<file path="config.mk">
export PLATFORM = sky130hd
export DESIGN_NAME = instr_encoder_loader_flat
export DESIGN_NICKNAME = d
export VERILOG_FILES = /design/src/rtl/instr_encoder_loader_if.sv /design/src/rtl/instr_encoder_loader.sv /design/src/flat_wrapper.sv
export SDC_FILE = /design/constraint.sdc
export NUM_CORES = 1
export LEC_CHECK = 0
export CAP_MARGIN = 20
export CORE_ASPECT_RATIO = 1.4
export CORE_MARGIN = 5
export CORE_UTILIZATION = 25
export CTS_CLUSTER_DIAMETER = 60
export DETAILED_ROUTE_END_ITERATION = 6
export PLACE_DENSITY = 0.59
export SYNTH_ARGS = -nofsm -noshare
export SYNTH_HDL_FRONTEND = slang
export SYNTH_SLANG_ARGS = --single-unit
</file>
<file path="constraint.sdc">
create_clock -name clk -period 1.5 [get_ports clk]
set_input_delay 0.225 -clock clk [delete_from_list [all_inputs] [get_ports clk]]
set_output_delay 0.225 -clock clk [all_outputs]
set_load 0.02 [all_outputs]
</file>
<file path="src/rtl/instr_encoder_loader_if.sv">
// instr_encoder_loader_if: descriptor stream in, instruction-memory write port out.
interface instr_encoder_loader_if #(parameter int ADDR_W = 10);
  logic              in_valid;
  logic              in_ready;
  logic [3:0]        in_op;
  logic [4:0]        in_rd;
  logic [4:0]        in_rn;
  logic [4:0]        in_rm;
  logic [25:0]       in_imm;
  logic              in_last;
  logic              imem_we;
  logic [ADDR_W-1:0] imem_addr;
  logic [31:0]       imem_wdata;
  modport master (
    output in_valid, in_op, in_rd, in_rn, in_rm, in_imm, in_last,
    input  in_ready, imem_we, imem_addr, imem_wdata
  );
  modport slave (
    input  in_valid, in_op, in_rd, in_rn, in_rm, in_imm, in_last,
    output in_ready, imem_we, imem_addr, imem_wdata
  );
endinterface

</file>
<file path="src/rtl/instr_encoder_loader.sv">
// instr_encoder_loader: encodes LEGv8 descriptors and writes them to consecutive imem words.
// Optional ENC_RANGE_CHECK_EN rejects out-of-range immediates and invalid ops (sticky err).
module instr_encoder_loader #(
  parameter int ADDR_W = 10,
  parameter int DEPTH  = 256
) (
  input  logic                       clk,
  input  logic                       reset,
  input  logic                       start_i,
  input  logic [ADDR_W-1:0]          base_addr_i,
  instr_encoder_loader_if.slave      bus,
  output logic                       busy_o,
  output logic                       done_o,
  output logic [$clog2(DEPTH+1)-1:0] word_count_o,
  output logic                       err_o
);
  localparam int CW = $clog2(DEPTH+1);
  typedef enum logic [1:0] {IDLE, LOAD, DONE} state_t;
  state_t            state_q, state_d;
  logic [ADDR_W-1:0] addr_q, addr_d, waddr_q, waddr_d;
  logic [CW-1:0]     cnt_q, cnt_d;
  logic              err_q, err_d, we_q, we_d, ok, acc;
  logic [31:0]       wdata_q, wdata_d, enc;
  logic [25:0]       imm;
  assign imm = bus.in_imm;
  always_comb begin
    enc = '0;
    case (bus.in_op)
      4'd0: enc = {6'b000101, imm};
      4'd1: enc = {8'b01010100, imm[18:0], 1'b0, 4'b1011};
      4'd2: enc = {6'b100101, imm};
      4'd3: enc = {11'b11010110000, 5'b11111, 6'b000000, bus.in_rn, 5'b00000};
      4'd4: enc = {8'b10110100, imm[18:0], bus.in_rd};
      4'd5: enc = {10'b1001000100, imm[11:0], bus.in_rn, bus.in_rd};
      4'd6: enc = {11'b10101011000, bus.in_rm, 6'b000000, bus.in_rn, bus.in_rd};
      4'd7: enc = {11'b11101011000, bus.in_rm, 6'b000000, bus.in_rn, bus.in_rd};
      4'd8: enc = {11'b11111000010, imm[8:0], 2'b00, bus.in_rn, bus.in_rd};
      4'd9: enc = {11'b11111000000, imm[8:0], 2'b00, bus.in_rn, bus.in_rd};
      default: enc = '0;
    endcase
  end
`ifdef ENC_RANGE_CHECK_EN
  // signed fit: every bit from n-1 upward must equal the sign bit
  function automatic logic fits(input logic [25:0] v, input int n);
    logic [25:0] m;
    m = 26'h3FF_FFFF << (n - 1);
    return ((v & m) == '0) || ((v & m) == m);
  endfunction
  always_comb begin
    ok = 1'b0;
    case (bus.in_op)
      4'd0, 4'd2:       ok = fits(imm, 26);
      4'd1, 4'd4:       ok = fits(imm, 19);
      4'd3, 4'd6, 4'd7: ok = 1'b1;
      4'd5:             ok = imm[25:11] == '0;
      4'd8, 4'd9:       ok = fits(imm, 9);
      default:          ok = 1'b0;
    endcase
  end
`else
  assign ok = 1'b1;
`endif
  assign acc = bus.in_valid && (state_q == LOAD);
  always_comb begin
    state_d = state_q;
    addr_d  = addr_q;
    cnt_d   = cnt_q;
    err_d   = err_q;
    we_d    = 1'b0;
    waddr_d = waddr_q;
    wdata_d = wdata_q;
    if (acc) begin
      if (ok) begin
        we_d    = 1'b1;
        waddr_d = addr_q;
        wdata_d = enc;
        addr_d  = addr_q + ADDR_W'(4);
        cnt_d   = cnt_q + CW'(1);
      end else begin
        err_d = 1'b1;
      end
      if (bus.in_last || (ok && cnt_q == CW'(DEPTH - 1))) state_d = DONE;
    end else if (start_i && state_q != LOAD) begin
      state_d = LOAD;
      addr_d  = {base_addr_i[ADDR_W-1:2], 2'b00};
      cnt_d   = '0;
      err_d   = 1'b0;
    end
  end
  always_ff @(posedge clk) begin
    if (!reset) begin
      state_q <= IDLE;
      addr_q  <= '0;
      cnt_q   <= '0;
      err_q   <= 1'b0;
      we_q    <= 1'b0;
      waddr_q <= '0;
      wdata_q <= '0;
    end else begin
      state_q <= state_d;
      addr_q  <= addr_d;
      cnt_q   <= cnt_d;
      err_q   <= err_d;
      we_q    <= we_d;
      waddr_q <= waddr_d;
      wdata_q <= wdata_d;
    end
  end
  assign bus.in_ready   = state_q == LOAD;
  assign bus.imem_we    = we_q;
  assign bus.imem_addr  = waddr_q;
  assign bus.imem_wdata = wdata_q;
  assign busy_o         = state_q == LOAD;
  assign done_o         = state_q == DONE;
  assign word_count_o   = cnt_q;
  assign err_o          = err_q;
endmodule

</file>
<file path="src/flat_wrapper.sv">
// flat-port wrapper written by rule: the top's interface ports become plain ports
module instr_encoder_loader_flat 
#(
  parameter int ADDR_W = 10,
  parameter int DEPTH  = 256
)
  (clk, reset, start_i, base_addr_i, busy_o, done_o, word_count_o, err_o, bus_in_valid, bus_in_op, bus_in_rd, bus_in_rn, bus_in_rm, bus_in_imm, bus_in_last, bus_in_ready, bus_imem_we, bus_imem_addr, bus_imem_wdata);
  instr_encoder_loader_if #(.ADDR_W(ADDR_W)) bus_i ();
  input  logic clk;
  input  logic reset;
  input  logic start_i;
  input  logic [ADDR_W-1:0] base_addr_i;
  output logic busy_o;
  output logic done_o;
  output logic [$clog2(DEPTH+1)-1:0] word_count_o;
  output logic err_o;
  input wire logic [$bits(bus_i.in_valid)-1:0] bus_in_valid;
  input wire logic [$bits(bus_i.in_op)-1:0] bus_in_op;
  input wire logic [$bits(bus_i.in_rd)-1:0] bus_in_rd;
  input wire logic [$bits(bus_i.in_rn)-1:0] bus_in_rn;
  input wire logic [$bits(bus_i.in_rm)-1:0] bus_in_rm;
  input wire logic [$bits(bus_i.in_imm)-1:0] bus_in_imm;
  input wire logic [$bits(bus_i.in_last)-1:0] bus_in_last;
  output wire logic [$bits(bus_i.in_ready)-1:0] bus_in_ready;
  output wire logic [$bits(bus_i.imem_we)-1:0] bus_imem_we;
  output wire logic [$bits(bus_i.imem_addr)-1:0] bus_imem_addr;
  output wire logic [$bits(bus_i.imem_wdata)-1:0] bus_imem_wdata;
  assign bus_i.in_valid = bus_in_valid;
  assign bus_i.in_op = bus_in_op;
  assign bus_i.in_rd = bus_in_rd;
  assign bus_i.in_rn = bus_in_rn;
  assign bus_i.in_rm = bus_in_rm;
  assign bus_i.in_imm = bus_in_imm;
  assign bus_i.in_last = bus_in_last;
  assign bus_in_ready = bus_i.in_ready;
  assign bus_imem_we = bus_i.imem_we;
  assign bus_imem_addr = bus_i.imem_addr;
  assign bus_imem_wdata = bus_i.imem_wdata;
  instr_encoder_loader #(.ADDR_W(ADDR_W), .DEPTH(DEPTH)) u_core (.clk(clk), .reset(reset), .start_i(start_i), .base_addr_i(base_addr_i), .bus(bus_i), .busy_o(busy_o), .done_o(done_o), .word_count_o(word_count_o), .err_o(err_o));
endmodule
</file>
==> results.toml, run 1 <==
[outcome]
status = "complete, no violations"

[global_routing]
grt_max_degree = 34
grt-ovfl-total = 0
groute.usage.overall_pct = 16.4
antenna_found_initial = 0
first_global_vias = 3949
grt_pass1_wl_mm = 20.5

[die]
ioPinCount = 116
fp.coreArea_um2 = 13300
die_h_um = 147
rows = 50
initial_utilization_pct = 25.3
die_area_um2 = 15900
die_x_um = 108

[setup_path]
cp.arrival_ps = 1660
worstSetupEndpointType = "flip-flop"
crit_type = "in2reg"
cp.required_ps = 1700
cp_max_fo = 10
start_kind = "input port"

[routing]
via_per_inst = 5.08
wl_per_cell_um = 17.4
antenna_left = 0
drt-initial-drc-count = 172
dr.pass1.iters = 6
drc = 0
vias = 3871
wirelength_mm = 13.3

[timing]
setup_violations = 0
rsz0062_at_grt = "yes"
period_share_pct = 97.5
min_period_ps = 1460
fin_skew_ps = 9.71
hold_viol = 0
max_freq_mhz = 684
drv_slew = 0

[synth]
synth_commonest_cells = "60 x dfxtp_1, 55 x nand2_1, 41 x a21oi_1"
synth_compound_area_share_pct = 31.8
avgSynthCellArea_um2 = 8.19
yosys.area.top_type = "dfxtp_1"
yosysMostFrequentCell = "dfxtp_1"
synth-seq-cells = 60
yosys.area_share.simple_pct = 23.1
synth_edf_count = 0
synth_warnings = 0
synth_mux_area_share_pct = 1.19
async_reset_ff_share_pct = 0
yosysSeqAreaShare_pct = 35.7
synth.distinct_cells = 58
synth-adder-area-share_pct = 1.11
synth_top_family_by_area = "compound AO/OA/AOI/OAI gates"
yosys.area.top_type_share_pct = 35.7
synth_flop_cell = "dfxtp_1"
synthXorXnorAreaFrac_pct = 0.260
synthCells = 411
synth_area_um2 = 3370
synthTopCellsByArea = "dfxtp_1 36%, nand2_1 6.1%, a21oi_1 6.1%, a221oi_2 4.0%, a22oi_1 3.8%"

[placed_design]
dp_hpwl_mm = 10.2
gp_congestion = 0.906
port_buffers = 110
placed_cells = 739

[clock_network]
cts_buffers = 9
cts_tree = "yes"
holdBufCountCts = 0
clock_path_buffers = 2
htree_levels = 3
cts.sinks = 60
clk_latency_ps = 330
root_buffer = "clkbuf_16"
clk_pin_slew_ps = 60

[power_and_ir_drop]
leakage_nw = 2.30
vdd_drop_max_mv = 0.426
p_per_area_nw_per_um2 = 900

[layout]
final_core_util_pct = 41.3
drive_gt1_share_pct = 21.4
nNetsFinal = 638
fillers = 1395
n_antenna_cell = 0
final_cell_count_no_fill = 762
area_growth_pct = 63.4

[flow_run]
max-cap-violations = 0

[hold_path]
hold_path_class = "reg2reg"
through the flow:
step                      area [um^2]  hold WS, ps  setup WS, ps  setup TNS (ps)  total power [mW]
after global placement           5100          447          -440          -11700              2.64
after detailed placement         5100          447          -431          -12440              2.65
after floorplan                  3380          363          68.5               0              2.13
after global routing             5500          470         -11.8           -23.6              5.14
final                            5500          448          37.6               0              4.95
after CTS                        5400          454         -2.77           -2.77              4.98
where the power goes:
group	total [mW]	internal [mW]	switching, mW
registers	1.68	1.64	0.0345
logic	0.943	0.466	0.477
clock network	2.33	1.59	0.743
total	4.95	3.70	1.25
cell families (layout without fill, tap and decap cells):
kind of cell	Yosys count	in the layout
compound gates	152	152
simple gates	150	150
flops	60	60
buf+inv	40	207
mux	4	4
fa+ha+maj	3	3
other cells	1	3
xor+xnor	1	1
registers in the layout, indices dropped and copies added (netlist names):
name	count
u_core.addr_q	8
u_core.bus.imem_addr	8
u_core.bus.imem_wdata	32
u_core.bus.imem_we	1
u_core.state_q	2
u_core.word_count_o	9
cell type report:
class / instances / area (um^2) / share of cell area (%)
well taps: 182 / 228 / 4.14
clock inverters: 3 / 67.6 / 1.23
inverters: 5 / 18.8 / 0.341
multi-input cells: 313 / 2010 / 36.6
flip-flops and latches: 60 / 1200 / 21.9
clock buffers: 13 / 270 / 4.91
repair buffers: 186 / 1700 / 30.9
critical path, stage by stage:
cell and delay [ps]:
clkdlybuf4s50_1 490, buf_4 140, o21a_1 310, nand2b_4 270, buf_4 160, a221oi_2 60
placed cells by master (no fill, tap or decap), types with 9 or more instances in the layout:
| cell | Yosys | routed |
|---|---|---|
| nand3_1 | 10 | 9 |
| a22oi_1 | 17 | 17 |
| a221oi_2 | 9 | 9 |
| clkbuf_16 | 0 | 9 |
| buf_4 | 8 | 69 |
| a21oi_1 | 41 | 40 |
| nand2_1 | 55 | 55 |
| a2bb2oi_1 | 12 | 12 |
| clkdlybuf4s50_1 | 0 | 55 |
| dlygate4sd2_1 | 0 | 48 |
| dfxtp_1 | 60 | 57 |
| o21ai_1 | 14 | 15 |
| nor2_1 | 23 | 21 |
| a31oi_1 | 12 | 12 |
| nor2b_1 | 11 | 9 |
| o21ai_0 | 15 | 14 |
per-layer routing:
layer | track usage (%) | up-vias | wire, um
met3 | 3.65 | 27 | 738
met4 | 6.89 | 0 | 377
met5 | 0 | - | 0
met2 | 28.9 | 152 | 6860
met1 | 18.9 | 1840 | 5300
li1 | - | 1852 | -
repair_timing:
item                                    CTS  global route
buffers inserted                          0             7
endpoints found under the setup margin   63            28
pin swaps                                 1             3
gates resized for setup                  56            21
gates cloned                              0             0
path summary, 6_finish.rpt:
path                            from                        to  slack (ps)  cells after the start
max reg2reg        u_core.state_q[0]  u_core.bus.imem_wdata[5]          80                      4
min reg2reg  u_core.bus.imem_addr[8]   u_core.bus.imem_addr[8]         450                      2
max                     bus_in_op[3]  u_core.bus.imem_wdata[7]          40                      6
min          u_core.bus.imem_addr[8]   u_core.bus.imem_addr[8]         450                      2
No activity file was read; power rests on OpenSTA's default activity.
==> run 2: changes to the inputs <==
SLEW_MARGIN = 30   (was default)
==> results of run 2 <==
The final DEF is identical to that of run 1; final timing and power are the same.
==> run 3: changes to the inputs <==
HOLD_SLACK_MARGIN = 0.03   (was default)
TNS_END_PERCENT = 10   (was default)
==> run 3 against run 2 <==
- via count down 1.3%
- first-iteration DRC count down 8.1%
- sequential share of layout area up 0.25 points
- count of clock-buffer cells in the layout unchanged
==> results.toml, run 3 (synthesis gave the netlist of run 1 again) <==
[outcome]
status = "complete, no violations"

[clock_network]
cts.sinks = 60
cts_buffers = 9
clk_pin_slew_ps = 50
htree_levels = 3
clk_latency_ps = 330
root_buffer = "clkbuf_16"
cts_tree = "yes"
clock_path_buffers = 2

[global_routing]
grt_max_degree = 34
grt_pass1_wl_mm = 20.5
groute.usage.overall_pct = 16.4
first_global_vias = 3949
antenna_found_initial = 0
grt-ovfl-total = 0

[setup_path]
startpoint = "bus_in_op[3]"
crit_type = "in2reg"
cp_max_fo = 5
slowest_stage = "clkdlybuf4s50_1"
cp_top_family = "buffers and inverters"
start_kind = "input port"
cp_num_buf_inv = 4
cp.arrival_ps = 1670
crit_chain = "clkdlybuf4s50_1 > buf_4 > nor2b_1 > buf_4 > buf_4 > a32o_1 > a21oi_2 > a221oi_2"
worstSetupEndpointType = "flip-flop"
timing.rr.start = "u_core.word_count_o[1]"
worst_path_most_repeated_cell = "buf_4"
cp_slowest_stage_delay_ps = 500
cp.required_ps = 1710

[hold_path]
hold_start = "u_core.bus.imem_addr[8]"
hold_path_class = "reg2reg"

[die]
die_area_um2 = 15900
die_h_um = 147
fp.coreArea_um2 = 13300
rows = 50
die_x_um = 108
initial_utilization_pct = 25.3
ioPinCount = 116

[placed_design]
port_buffers = 110
gp_congestion = 0.906
dp_hpwl_mm = 10.2

[power_and_ir_drop]
vdd_drop_max_mv = 0.423
leakage_nw = 2.29
p_per_area_nw_per_um2 = 906

[routing]
route.top_layer_used = "met4"
wl_met3_um = 608
vias = 3820
wl_met1_mm = 5.29
via_per_inst = 5.06
drt-initial-drc-count = 158
wirelength_mm = 13.1
drc = 0
antenna_left = 0
wl_per_cell_um = 17.3
dr.pass1.iters = 5
met2_length_mm = 6.89

[timing]
drv_slew = 0
max_freq_mhz = 685
setup_tns_ps = 0
period_share_pct = 97.3
fin_skew_ps = 9.80
setup_violations = 0
rsz0062_at_grt = "yes"
min_period_ps = 1460
hold_viol = 0

[layout]
n_antenna_cell = 0
largest_reg_flops = 32
nNetsFinal = 631
drive_gt1_share_pct = 20.8
final_common_cell = "buf_4"
final_cell_mix = "61 x buf_4, 56 x dfxtp_1, 55 x nand2_1, 55 x clkdlybuf4s50_1, 46 x dlygate4sd2_1"
area_growth_pct = 61.8
final_core_util_pct = 40.9

[flow_run]
max-cap-violations = 0
run 3: cell types whose count changed in the layout (fill, tap and decap cells not counted), moves of 2 or more:
cell and change:
dlygate4sd2_1 -2, buf_4 -8, a21oi_2 +2, dlymetal6s2s_1 +2
run 3: worst paths after layout:
path | to | slack [ps] | cells after the start
max | u_core.bus.imem_wdata[14] | 40 | 8
min | u_core.bus.imem_addr[8] | 450 | 2
max reg2reg | u_core.word_count_o[6] | 80 | 4
min reg2reg | u_core.bus.imem_addr[8] | 450 | 2
run 3: layer usage:
| metal | vias to the layer above | track usage [%] |
|---|---|---|
| met5 | - | 0 |
| met4 | 0 | 6.89 |
| met3 | 23 | 3.65 |
| met2 | 132 | 28.9 |
| met1 | 1826 | 18.9 |
| li1 | 1839 | - |
run 3: where the power goes:
part           switching, mW  total [mW]  internal [mW]
Sequential            0.0347        1.68           1.64
Clock                  0.736        2.33           1.59
Combinational          0.471       0.929          0.459
Total                   1.24        4.93           3.69
run 3: layout make-up:
type	instances	area, um^2
timing repair buffer	179	1660
clock buffer	13	270
inverter	5	18.8
clock inverter	3	67.6
sequential	60	1210
fill	1399	7880
tap	182	228
multi-input combinational	313	2000
run 3: per-stage QoR:
stage,cell area [um^2],setup WS [ps],hold WS (ps),power [mW],std cells
final,5450,39.8,448,4.93,755
after global placement,5100,-440,447,2.64,739
after detailed placement,5100,-431,447,2.65,739
after global routing,5450,-12.5,470,5.13,755
after floorplan,3380,68.5,363,2.13,413
after CTS,5390,-14.0,454,4.98,755
run 3: worst reg2reg max path: stages, from the launching register on:
cell     delay (ps)
dfxtp_2         360
ha_2            200
nand3_2         130
or4_1           530
a21oi_1         150
run 3: what timing repair did:
action	CTS	global route
setup buffers	0	0
pin swaps	0	5
resized for setup	54	24
hold buffers	0	0
endpoints found under the hold margin	0	0
endpoints found under the setup margin	63	35
